### config.mk
export PLATFORM = sky130hd
export DESIGN_NAME = booth_seq_divider_flat
export DESIGN_NICKNAME = d
export VERILOG_FILES = /design/src/rtl/booth_seq_divider_if.sv /design/src/rtl/booth_seq_divider.sv /design/src/flat_wrapper.sv
export SDC_FILE = /design/constraint.sdc
export NUM_CORES = 1
export LEC_CHECK = 0
export CAP_MARGIN = 5
export CORE_UTILIZATION = 33
export DETAILED_ROUTE_END_ITERATION = 10
export GPL_TIMING_DRIVEN = 0
export REMOVE_ABC_BUFFERS = 1
export SKIP_LAST_GASP = 1
export SYNTH_ARGS = -nofsm -noshare
export SYNTH_HDL_FRONTEND = slang
export SYNTH_SLANG_ARGS = --single-unit
### constraint.sdc
create_clock -name clk -period 2.9 [get_ports clk]
set_input_delay 0.435 -clock clk [delete_from_list [all_inputs] [get_ports clk]]
set_output_delay 0.435 -clock clk [all_outputs]
set_load 0.05 [all_outputs]
### src/rtl/booth_seq_divider_if.sv
// Start/done operand and result bundle for booth_seq_divider.
// master drives requests, slave returns results and status.
interface booth_seq_divider_if #(
  parameter int N = 4
);
  logic         start;
  logic [N-1:0] dividend;
  logic [N-1:0] divisor;
  logic [N-1:0] quotient;
  logic [N-1:0] remainder;
  logic         busy;
  logic         done;
  logic         div_by_zero;
  logic         overflow;

  modport master (
    output start, dividend, divisor,
    input  quotient, remainder, busy, done, div_by_zero, overflow
  );

  modport slave (
    input  start, dividend, divisor,
    output quotient, remainder, busy, done, div_by_zero, overflow
  );
endinterface

### src/rtl/booth_seq_divider.sv
// Sequential signed divider, one quotient bit per clock; done pulses N+1 cycles after start (1 for /0).
// No queuing: start is sampled only in IDLE, requests while busy or done are dropped.
module booth_seq_divider #(
  parameter int N = 4
) (
  input  logic                 clk,
  input  logic                 rst,
  booth_seq_divider_if.slave   bus
);
  localparam int CW = $clog2(N);
  localparam logic [1:0] S_IDLE = 2'd0;
  localparam logic [1:0] S_CALC = 2'd1;
  localparam logic [1:0] S_DONE = 2'd2;
  localparam logic [CW-1:0] CNT_ONE  = CW'(1);
  localparam logic [CW-1:0] CNT_LAST = CW'(N - 1);
  localparam logic [N-1:0]  MIN_VAL  = {1'b1, {(N-1){1'b0}}};

  logic [1:0]    state_q, state_d;
  logic [N:0]    rem_q, rem_d;
  logic [N-1:0]  quo_q, quo_d;
  logic [N:0]    dvs_q, dvs_d;
  logic [CW-1:0] cnt_q, cnt_d;
  logic          neg_quo_q, neg_quo_d;
  logic          neg_rem_q, neg_rem_d;
  logic          ovf_pend_q, ovf_pend_d;
  logic [N-1:0]  quotient_q, quotient_d;
  logic [N-1:0]  remainder_q, remainder_d;
  logic          done_q, done_d;
  logic          dbz_q, dbz_d;
  logic          ovf_q, ovf_d;

  logic [N+1:0]  rem_sh;
  logic [N+1:0]  diff;
  logic [N:0]    rem_nx;
  logic [N-1:0]  quo_nx;
  logic [N-1:0]  q_fix;
  logic [N-1:0]  r_fix;

  // Unsigned magnitude in N bits; |-2^(N-1)| = 2^(N-1) still fits unsigned.
  function automatic logic [N-1:0] mag(input logic [N-1:0] v);
    return v[N-1] ? -v : v;
  endfunction

  always_comb begin
    state_d     = state_q;
    rem_d       = rem_q;
    quo_d       = quo_q;
    dvs_d       = dvs_q;
    cnt_d       = cnt_q;
    neg_quo_d   = neg_quo_q;
    neg_rem_d   = neg_rem_q;
    ovf_pend_d  = ovf_pend_q;
    quotient_d  = quotient_q;
    remainder_d = remainder_q;
    dbz_d       = dbz_q;
    ovf_d       = ovf_q;
    done_d      = 1'b0;

    // One restoring step: shift next dividend bit into the partial remainder.
    rem_sh = {rem_q, quo_q[N-1]};
    diff   = rem_sh - {1'b0, dvs_q};
    rem_nx = rem_sh[N:0];
    quo_nx = {quo_q[N-2:0], 1'b0};
    if (!diff[N+1]) begin
      rem_nx    = diff[N:0];
      quo_nx[0] = 1'b1;
    end
    q_fix = neg_quo_q ? -quo_nx : quo_nx;
    r_fix = neg_rem_q ? -rem_nx[N-1:0] : rem_nx[N-1:0];

    case (state_q)
      S_IDLE: begin
        if (bus.start) begin
          if (bus.divisor == '0) begin
            quotient_d  = '1;
            remainder_d = bus.dividend;
            dbz_d       = 1'b1;
            ovf_d       = 1'b0;
            done_d      = 1'b1;
            state_d     = S_DONE;
          end else begin
            quo_d      = mag(bus.dividend);
            dvs_d      = {1'b0, mag(bus.divisor)};
            rem_d      = '0;
            cnt_d      = '0;
            neg_quo_d  = bus.dividend[N-1] ^ bus.divisor[N-1];
            neg_rem_d  = bus.dividend[N-1];
            ovf_pend_d = (bus.dividend == MIN_VAL) && (bus.divisor == '1);
            state_d    = S_CALC;
          end
        end
      end
      S_CALC: begin
        rem_d = rem_nx;
        quo_d = quo_nx;
        cnt_d = cnt_q + CNT_ONE;
        if (cnt_q == CNT_LAST) begin
          quotient_d  = q_fix;
          remainder_d = r_fix;
          dbz_d       = 1'b0;
          ovf_d       = ovf_pend_q;
          done_d      = 1'b1;
          state_d     = S_DONE;
        end
      end
      S_DONE:  state_d = S_IDLE;
      default: state_d = S_IDLE;
    endcase
  end

  always_ff @(posedge clk) begin
    if (rst) begin
      state_q     <= S_IDLE;
      rem_q       <= '0;
      quo_q       <= '0;
      dvs_q       <= '0;
      cnt_q       <= '0;
      neg_quo_q   <= 1'b0;
      neg_rem_q   <= 1'b0;
      ovf_pend_q  <= 1'b0;
      quotient_q  <= '0;
      remainder_q <= '0;
      done_q      <= 1'b0;
      dbz_q       <= 1'b0;
      ovf_q       <= 1'b0;
    end else begin
      state_q     <= state_d;
      rem_q       <= rem_d;
      quo_q       <= quo_d;
      dvs_q       <= dvs_d;
      cnt_q       <= cnt_d;
      neg_quo_q   <= neg_quo_d;
      neg_rem_q   <= neg_rem_d;
      ovf_pend_q  <= ovf_pend_d;
      quotient_q  <= quotient_d;
      remainder_q <= remainder_d;
      done_q      <= done_d;
      dbz_q       <= dbz_d;
      ovf_q       <= ovf_d;
    end
  end

  assign bus.quotient    = quotient_q;
  assign bus.remainder   = remainder_q;
  assign bus.busy        = (state_q == S_CALC);
  assign bus.done        = done_q;
  assign bus.div_by_zero = dbz_q;
  assign bus.overflow    = ovf_q;
endmodule

### src/flat_wrapper.sv
// flat-port wrapper written by rule: the top's interface ports become plain ports
module booth_seq_divider_flat 
#(
  parameter int N = 4
)
  (clk, rst, bus_start, bus_dividend, bus_divisor, bus_quotient, bus_remainder, bus_busy, bus_done, bus_div_by_zero, bus_overflow);
  booth_seq_divider_if #(.N(N)) bus_i ();
  input  logic clk;
  input  logic rst;
  input wire logic [$bits(bus_i.start)-1:0] bus_start;
  input wire logic [$bits(bus_i.dividend)-1:0] bus_dividend;
  input wire logic [$bits(bus_i.divisor)-1:0] bus_divisor;
  output wire logic [$bits(bus_i.quotient)-1:0] bus_quotient;
  output wire logic [$bits(bus_i.remainder)-1:0] bus_remainder;
  output wire logic [$bits(bus_i.busy)-1:0] bus_busy;
  output wire logic [$bits(bus_i.done)-1:0] bus_done;
  output wire logic [$bits(bus_i.div_by_zero)-1:0] bus_div_by_zero;
  output wire logic [$bits(bus_i.overflow)-1:0] bus_overflow;
  assign bus_i.start = bus_start;
  assign bus_i.dividend = bus_dividend;
  assign bus_i.divisor = bus_divisor;
  assign bus_quotient = bus_i.quotient;
  assign bus_remainder = bus_i.remainder;
  assign bus_busy = bus_i.busy;
  assign bus_done = bus_i.done;
  assign bus_div_by_zero = bus_i.div_by_zero;
  assign bus_overflow = bus_i.overflow;
  booth_seq_divider #(.N(N)) u_core (.clk(clk), .rst(rst), .bus(bus_i));
endmodule
==> results.py, run 1 <==
metrics = {
    "outcome": {
        "status": "finished, final reports clean",
    },
    "synth": {
        "syn_inst": 223,
        "synth_seq_area_share_pct": 33.9,
        "yosys.area_share.xor_xnor_pct": 5.26,
        "synth_top_area_share_pct": 33.9,
        "synth_compound_area_share_pct": 24.0,
        "syn-cell-area_mm2": 0.00183,
        "yosys-top-cells-area": "dfxtp_1 34%, nor2_1 6.6%, ha_1 6.1%, a21oi_1 4.9%, a211oi_1 4.1%",
        "synthTopCellsByCount": "32 x nor2_1, 31 x dfxtp_1, 18 x a21oi_1, 18 x nand2_1, 14 x inv_1",
        "ys.flop_type": "dfxtp_1",
        "synth_cell_type_count": 46,
        "async_flop_share_pct": 0,
        "syn_area_per_cell_um2": 8.21,
        "synth-edff-count": 0,
        "yosys_register_bits": 31,
        "yosys.area_share.adder_pct": 7.24,
        "yosysMostFrequentCell": "nor2_1",
        "synth_simple_gate_area_share_pct": 18.9,
        "yosysWarnings": 0,
        "synth_top_family_by_area": "compound AO/OA/AOI/OAI gates",
        "synth_top_area_cell": "dfxtp_1",
        "synthMuxAreaShare_pct": 3.83,
    },
    "finish": {
        "drive_gt1_share_pct": 7.08,
        "seqCellArea_um2": 621,
        "multi_input_area_mm2": 0.00109,
        "nets": 260,
        "diodes": 0,
        "fillers": 543,
        "syn2layout_area_growth_pct": 17.6,
        "final_cells": 310,
    },
    "timing": {
        "setup_viol": 0,
        "post-route-period-util_pct": 85.9,
        "rsz0062_at_grt": "no",
        "finalClockSkew_ns": 0.00477,
        "report.final.hold_viol_count": 0,
        "setup_slack_ns": 0.408,
        "min_period_ns": 2.49,
        "max_freq_ghz": 0.401,
        "final_max_slew_viol_count": 0,
        "worst_pin_slew_ns": 1.22,
        "slew_headroom_pct": 18.5,
    },
    "cts": {
        "clk_latency_ns": 0.28,
        "postCtsHoldBufs": 0,
        "cts_setup_buffers": 0,
        "cts_tree": "done",
        "cts_buffers": 5,
        "htree_levels": 2,
        "clockBufferDepth": 2,
        "ctsResizeCount": 0,
        "cts-root-buf": "clkbuf_8",
        "cts_sinks": 31,
        "clkTransAtPathRegs_ns": 0.06,
    },
    "drt": {
        "vias": 1597,
        "route.detailed.drc": 0,
        "firstDrtPassIters": 4,
        "postRouteAntennaNets": 0,
        "routed_wl_um": 4010,
        "wl_per_cell_um": 12.9,
        "via_per_inst": 5.15,
        "drtIter0Drc": 67,
    },
    "grt": {
        "grt_pass1_vias": 1447,
        "grt_max_degree": 34,
        "track_usage_pct": 15.0,
        "antenna_found_initial": 0,
        "grt_pass1_wl_um": 6960,
        "grt_overflow": 0,
    },
    "critical_path": {
        "crit_buf_inv": 2,
        "cp_max_fo": 11,
        "crit_chain": "clkdlybuf4s50_1 -> inv_1 -> ha_1 -> nor3b_1 -> nand3b_1 -> a21oi_2 -> o21ai_0 -> a221oi_1",
        "worstPathArrival_ns": 2.66,
        "cp_slowest_stage_delay_ns": 0.46,
        "cp-end-kind": "register",
        "cp-start-kind": "input port",
        "cp.required_ns": 3.07,
        "slowest_stage": "clkdlybuf4s50_1",
        "critPathKind": "in2reg",
        "crit_family": "compound AO/OA/AOI/OAI gates",
    },
    "hold_path": {
        "hp-class": "reg2reg",
    },
    "floorplan": {
        "rows": 26,
        "core_area_mm2": 0.00524,
        "ios": 23,
        "die_w_um": 76.5,
        "initial_utilization_pct": 35.0,
        "die_h_um": 76.5,
        "dieArea_mm2": 0.00585,
    },
    "placement": {
        "place.gp.congestion": 0.750,
        "place.port_buffers": 22,
        "place_ws_ns": -0.184,
        "hpwl_um": 2870,
        "dpl.cell_count": 302,
    },
    "power_and_ir_drop": {
        "vdd_drop_max_uv": 234,
        "power.density_mw_per_mm2": 505,
        "leakage_nw": 0.795,
    },
    "job": {
        "cap_viol_max_count": 0,
    },
}
==> metal layers <==
metal	track usage (%)	vias to the layer above	wire, um
met1	20.9	744	2030
met3	3.83	9	222
met4	6.15	0	74
met2	21.9	36	1680
met5	0	-	0
li1	-	808	-
==> layout by cell type (no fill, tap or decap), types with 2 or more instances in the layout <==
cell              n
nor2_1           32
dfxtp_1          31
clkdlybuf4s50_1  21
nand2_1          18
a21oi_1          17
inv_1            14
o21ai_0          10
a211oi_1         10
ha_1              9
xnor2_1           7
nand2b_1          6
a22oi_1           5
clkbuf_8          5
nor2b_1           4
mux2i_1           4
xor2_1            4
a31oi_1           4
o211ai_1          3
nor3_1            3
nor3b_1           2
nand4_1           2
mux2_4            2
clkbuf_1          2
==> worst min-delay path: cells and delay by family (launching register included) <==
kind	cells	cell delay, ns
AO/OA/AOI/OAI	1	0.05
flip-flops	1	0.31
AND/OR/NAND/NOR	1	0.05
==> kinds of logic after synthesis <==
group | after synthesis
simple gates | 75
compound gates | 63
flops | 31
buf+inv | 27
xor+xnor | 11
fa+ha+maj | 10
mux | 6
==> sequential cells by signal, indices dropped and copies added (netlist names) <==
signal	cells
u_core.ovf_pend_q	1
u_core.bus.quotient	4
u_core.cnt_q	2
u_core.neg_quo_q	1
u_core.bus.overflow	1
u_core.state_q	2
u_core.rem_q	5
u_core.dvs_q	4
u_core.neg_rem_q	1
u_core.bus.remainder	4
u_core.bus.div_by_zero	1
u_core.bus.done	1
u_core.quo_q	4
==> stage by stage <==
stage                     hold slack [ns]  total power, W  setup TNS, ns  area (um^2)  util (%)
final                               0.451         0.00109              0         2150      41.1
after global routing                0.496         0.00116              0         2150      41.1
after CTS                           0.452         0.00110              0         2150      41.0
after detailed placement            0.445        0.000771         -0.353         2070      39.5
after global placement              0.443        0.000768         -0.364         2070      39.5
after floorplan                     0.426        0.000688              0         1760         -
==> final timing paths <==
kind | from | to | slack, ns | cells after the start
min reg2reg | u_core.dvs_q[3] | u_core.dvs_q[3] | 0.45 | 2
min | u_core.dvs_q[3] | u_core.dvs_q[3] | 0.45 | 2
max | bus_divisor[0] | u_core.bus.remainder[2] | 0.41 | 8
max reg2reg | u_core.rem_q[1] | u_core.bus.quotient[1] | 0.46 | 7
==> where the power goes <==
part	switching, W	internal [W]
Combinational	0.000167	0.000127
Sequential	0.0000227	0.000447
Clock	0.000157	0.000168
==> layout make-up <==
type	count	share of cell area, %
Multi-Input combinational cell	165	50.6
Tap cell	70	4.07
Sequential cell	31	28.8
Timing Repair Buffer	22	10.3
Clock inverter	1	0.232
Inverter	14	2.44
Clock buffer	7	3.54
Note: power is estimated with default switching activity, not from simulation.
==> run 2: changes to the inputs <==
- CAP_MARGIN: 5 -> default
- CTS_CLUSTER_DIAMETER: default -> 200
- MAX_ROUTING_LAYER: default -> met4
==> run 2 against run 1 <==
Effect of this change: count of clock-buffer cells in the layout stayed put; final cell count did not move; cell area unchanged; critical endpoint unchanged; largest power group unchanged.
==> results.py, run 2 (synthesis results as in run 1) <==
metrics = {
    "floorplan": {
        "ios": 23,
        "die_w_um": 76.5,
        "core_area_mm2": 0.00524,
        "initial_utilization_pct": 35.0,
        "die_h_um": 76.5,
        "dieArea_mm2": 0.00585,
        "rows": 26,
    },
    "critical_path": {
        "worstPathArrival_ns": 2.68,
        "crit_path_start": "bus_divisor[0]",
        "cp-start-kind": "input port",
        "reg2reg_slack_ns": 0.46,
        "cp_max_fo": 11,
        "critPathKind": "in2reg",
        "reg2reg_to": "u_core.bus.quotient[1]",
        "cp.required_ns": 3.07,
        "cp-endpoint": "u_core.bus.remainder[2]",
        "reg2reg_from": "u_core.rem_q[1]",
        "rr_worst_depth": 7,
        "cp-end-kind": "register",
    },
    "timing": {
        "report.final.hold_viol_count": 0,
        "worst_pin_slew_ns": 1.21,
        "post-route-period-util_pct": 86.5,
        "max_freq_ghz": 0.399,
        "finalClockSkew_ns": 0.00415,
        "slew_headroom_pct": 19.2,
        "min_period_ns": 2.51,
        "final_max_slew_viol_count": 0,
        "setup_viol": 0,
        "final.setup.tns_ns": 0,
        "rsz0062_at_grt": "no",
    },
    "power_and_ir_drop": {
        "leakage_nw": 0.795,
        "vdd_drop_max_uv": 233,
        "power.density_mw_per_mm2": 504,
    },
    "grt": {
        "grt_pass1_vias": 1443,
        "grt_max_degree": 34,
        "track_usage_pct": 15.5,
        "grt_pass1_wl_um": 6980,
        "grt_overflow": 0,
        "antenna_found_initial": 0,
    },
    "finish": {
        "layout_commonest_cell": "nor2_1",
        "syn2layout_area_growth_pct": 17.6,
        "largest_register_ffs": 5,
        "regMostFlops": "u_core.rem_q",
        "multi_input_area_mm2": 0.00109,
        "seqCellArea_um2": 621,
        "fillers": 543,
        "nets": 260,
        "diodes": 0,
        "layout_common_cells": "32 x nor2_1, 31 x dfxtp_1, 21 x clkdlybuf4s50_1, 18 x nand2_1, 17 x a21oi_1",
        "fin_util_pct": 41.1,
        "drive_gt1_share_pct": 7.08,
    },
    "placement": {
        "place.port_buffers": 22,
        "hpwl_um": 2870,
        "place.gp.congestion": 0.760,
    },
    "cts": {
        "clk_latency_ns": 0.28,
        "cts_tree": "done",
        "htree_levels": 2,
        "cts-root-buf": "clkbuf_8",
        "cts_setup_buffers": 0,
        "cts_buffers": 5,
        "cts_sinks": 31,
        "clkTransAtPathRegs_ns": 0.06,
        "clockBufferDepth": 2,
    },
    "drt": {
        "route.detailed.drc": 0,
        "postRouteAntennaNets": 0,
        "vias": 1606,
        "drtIter0Drc": 78,
        "via_per_inst": 5.18,
        "routed_wl_um": 4010,
        "firstDrtPassIters": 4,
        "wl_per_cell_um": 12.9,
    },
    "job": {
        "cap_viol_max_count": 0,
    },
    "outcome": {
        "status": "finished, final reports clean",
    },
    "hold_path": {
        "hp-class": "reg2reg",
    },
}
## run 2: cell counts in the layout (fill, tap and decap cells not counted)
Identical to the previous run, type by type.
## run 2: worst min-delay path by stage
stage / end / slack (ns) / from / depth (start not counted)
6_report: u_core.dvs_q[3] / 0.45 / u_core.dvs_q[3] / 2
5_1_grt: u_core.dvs_q[3] / 0.50 / u_core.dvs_q[3] / 2
4_1_cts: u_core.dvs_q[3] / 0.45 / u_core.dvs_q[3] / 2
3_5_place_dp: u_core.dvs_q[3] / 0.45 / u_core.dvs_q[3] / 2
3_3_place_gp: u_core.dvs_q[3] / 0.44 / u_core.dvs_q[3] / 2
2_1_floorplan: u_core.dvs_q[3] / 0.43 / u_core.dvs_q[3] / 2
## run 2: area by class of cell
| type | count | share of cell area (%) |
|---|---|---|
| inverter | 14 | 2.44 |
| tap | 70 | 4.07 |
| multi-input combinational | 165 | 50.6 |
| clock buffer | 7 | 3.54 |
| clock inverter | 1 | 0.232 |
| sequential | 31 | 28.8 |
| timing repair buffer | 22 | 10.3 |
## run 2: what timing repair did
action | 4_1_cts | 5_1_grt
endpoints found under the setup margin | 0 | 5
hold endpoints to repair | 0 | 0
hold buffers | 0 | 0
resized for setup | 0 | 2
## run 2: metrics by stage
stage | cell area, um^2 | cells | setup WS [ns] | power, W | hold slack [ns]
3_3_place_gp | 2070 | 302 | -0.183 | 0.000768 | 0.443
6_report | 2150 | 310 | 0.392 | 0.00109 | 0.451
5_1_grt | 2150 | 310 | 0.129 | 0.00116 | 0.496
2_1_floorplan | 1760 | 210 | 0.805 | 0.000688 | 0.426
4_1_cts | 2150 | 310 | 0.100 | 0.00110 | 0.452
3_5_place_dp | 2070 | 302 | -0.184 | 0.000771 | 0.445
## run 2: worst max-delay path: stages
cell and delay (ns):
clkdlybuf4s50_1 0.46, inv_1 0.10, ha_1 0.18, nor3b_1 0.39
nand3b_1 0.17, a21oi_2 0.47, o21ai_0 0.16, a221oi_1 0.30
## run 2: metal layers
layer | up-vias | global-route usage [%] | wire length [um]
met4 | 0 | 6.15 | 73
met3 | 10 | 3.71 | 314
met5 | - | - | 0
met2 | 50 | 21.9 | 1650
met1 | 737 | 21.2 | 1970
li1 | 809 | - | -
## run 2: power by group
part           internal, W  total (W)  switching [W]  leakage, nW
Sequential        0.000447   0.000469      0.0000227        0.252
Combinational     0.000127   0.000294       0.000167        0.500
Clock             0.000168   0.000323       0.000155       0.0422
Total             0.000742    0.00109       0.000345        0.795
==> run 3: changes to the inputs <==
- CORE_ASPECT_RATIO: default -> 1.25
- HOLD_SLACK_MARGIN: default -> 0.1
==> run 3 against run 2 <==
Effect of this change: sequential share of layout area fell by 0.17 points; largest cell class unchanged; routed wire length rose by 3.4%; critical path type unchanged; sequential cell count did not move; final cell count fell by 2.6%; sequential power barely moved.
==> results.py, run 3 (synthesis results as in run 1) <==
metrics = {
    "power_and_ir_drop": {
        "vdd_drop_max_uv": 313,
        "leakage_nw": 0.803,
        "seq_power_share_pct": 40.9,
        "clkPwrFrac_pct": 33.4,
        "total_power_w": 0.00115,
        "intPower_w": 0.000789,
        "power.density_mw_per_mm2": 528,
        "switching_power_w": 0.000356,
        "netSwitchingFraction_pct": 31.0,
        "power_frac_comb_pct": 25.7,
    },
    "hold_path": {
        "hold-path-endpoint": "u_core.dvs_q[3]",
        "hold_depth": 2,
        "worstHoldStart": "u_core.dvs_q[3]",
        "hp-class": "reg2reg",
    },
    "critical_path": {
        "reg2reg_slack_ns": 0.46,
        "slowest_stage": "clkdlybuf4s50_1",
        "cp.depth": 9,
        "worstPathArrival_ns": 2.59,
        "cp_max_fo": 11,
        "cp-end-kind": "register",
        "cp.required_ns": 3.02,
        "reg2reg_from": "u_core.rem_q[1]",
        "reg2reg_to": "u_core.bus.quotient[2]",
        "rr_worst_depth": 8,
        "crit_buf_inv": 2,
        "crit_chain": "clkdlybuf4s50_1 -> inv_1 -> ha_1 -> nor3b_1 -> nand3b_1 -> a21oi_2 -> o21ai_0 -> a21oi_1 -> nor3_1",
        "critPathKind": "in2reg",
        "cp_slowest_stage_delay_ns": 0.45,
        "cp-start-kind": "input port",
        "crit_family": "compound AO/OA/AOI/OAI gates",
    },
    "finish": {
        "drive_gt1_share_pct": 7.92,
        "fillers": 563,
        "layout_common_cells": "32 x nor2_1, 31 x dfxtp_1, 21 x clkdlybuf4s50_1, 18 x nand2_1, 17 x a21oi_1",
        "fin_util_pct": 41.5,
        "final_cells": 302,
        "largest_register_ffs": 5,
        "layout_commonest_cell": "nor2_1",
        "multi_input_area_mm2": 0.00109,
        "nets": 260,
        "seqCellArea_um2": 621,
        "syn2layout_area_growth_pct": 18.3,
        "regMostFlops": "u_core.rem_q",
        "diodes": 0,
    },
    "drt": {
        "route.detailed.drc": 0,
        "via_per_inst": 5.10,
        "drtIter0Drc": 62,
        "postRouteAntennaNets": 0,
        "wl_per_cell_um": 13.7,
        "firstDrtPassIters": 4,
        "routed_wl_um": 4150,
        "vias": 1540,
    },
    "grt": {
        "antenna_found_initial": 0,
        "grt_max_degree": 34,
        "grt_pass1_vias": 1485,
        "track_usage_pct": 16.9,
        "use_met1_pct": 21.5,
        "top_usage_layer": "met2",
        "gr-usage-met2_pct": 26.1,
        "grt_pass1_wl_um": 7210,
        "grt_overflow": 0,
        "grt_util_met3_pct": 3.23,
    },
    "timing": {
        "report.final.hold_viol_count": 0,
        "min_period_ns": 2.47,
        "max_freq_ghz": 0.405,
        "rsz0062_at_grt": "no",
        "finalClockSkew_ns": 0.00506,
        "setup_viol": 0,
        "final_max_slew_viol_count": 0,
        "slew_headroom_pct": 17.8,
        "post-route-period-util_pct": 85.1,
        "worst_pin_slew_ns": 1.23,
    },
    "cts": {
        "cts-root-buf": "clkbuf_8",
        "clockBufferDepth": 2,
        "cts_buffers": 5,
        "cts_tree": "done",
        "clkTransAtPathRegs_ns": 0.07,
        "clk_latency_ns": 0.28,
        "cts_sinks": 31,
        "htree_levels": 2,
    },
    "placement": {
        "place.port_buffers": 22,
        "dpl.cell_count": 294,
        "hpwl_um": 2980,
        "place.gp.congestion": 0.794,
    },
    "job": {
        "cap_viol_max_count": 0,
    },
    "floorplan": {
        "die_w_um": 68.6,
        "dieArea_mm2": 0.00585,
        "ios": 23,
        "core_area_mm2": 0.00523,
        "initial_utilization_pct": 35.1,
        "die_h_um": 85.3,
        "rows": 29,
    },
    "outcome": {
        "status": "finished, final reports clean",
    },
}
==> run 3: worst max path at each step <==
stage | start | endpoint | slack (ns)
floorplan | bus_divisor[1] | u_core.bus.remainder[2] | 0.80
global placement | bus_divisor[0] | u_core.bus.remainder[1] | -0.19
detailed placement | bus_divisor[0] | u_core.bus.remainder[1] | -0.15
CTS | u_core.state_q[0] | bus_busy | 0.05
global route | bus_divisor[0] | u_core.bus.remainder[1] | 0.20
finish | bus_divisor[0] | u_core.bus.remainder[1] | 0.43
==> run 3: worst reg2reg max path, delay by kind of cell (launching register included) <==
| family | cells | cell delay (ns) |
|---|---|---|
| AO/OA/AOI/OAI | 4 | 1.14 |
| XOR/XNOR | 1 | 0.12 |
| adder cells (fa/ha/maj) | 2 | 0.59 |
| flip-flops | 1 | 0.44 |
| AND/OR/NAND/NOR | 1 | 0.05 |
==> run 3: area by class of cell <==
class / instances / area share (%)
clock buffers: 7 / 4.45
clock inverters: 1 / 0.346
inverters: 14 / 2.42
multi-input cells: 165 / 50.3
flip-flops and latches: 31 / 28.6
well taps: 62 / 3.58
repair buffers: 22 / 10.3
==> run 3: power by group through the flow <==
stage / Sequential [W] / Combinational [W] / Clock [W]
after floorplan: 0.000482 / 0.000207 / 0
after global placement: 0.000478 / 0.000291 / 0
after detailed placement: 0.000478 / 0.000294 / 0
after CTS: 0.000468 / 0.000296 / 0.000394
after global routing: 0.000472 / 0.000327 / 0.000421
final: 0.000468 / 0.000294 / 0.000382
==> run 3: metrics by stage <==
step | hold WS (ns) | TNS, ns | cell area (um^2) | setup slack, ns
6_report | 0.463 | 0 | 2170 | 0.431
5_1_grt | 0.470 | 0 | 2170 | 0.201
4_1_cts | 0.460 | 0 | 2160 | 0.0531
3_5_place_dp | 0.449 | -0.262 | 2060 | -0.152
3_3_place_gp | 0.444 | -0.322 | 2060 | -0.191
2_1_floorplan | 0.426 | 0 | 1760 | 0.805
==> run 3: per-layer routing <==
layer | wire [um] | part of all wire (%)
met1 | 1950 | 47
met2 | 2040 | 49
met3 | 98 | 2.4
met4 | 63 | 1.5
met5 | 0 | 0
==> run 3: repair_timing <==
| action | 4_1_cts | 5_1_grt |
|---|---|---|
| hold buffers | 0 | 0 |
| gates resized for setup | 0 | 2 |
| endpoints found under the setup margin | 0 | 3 |
| buffers inserted | 0 | 0 |
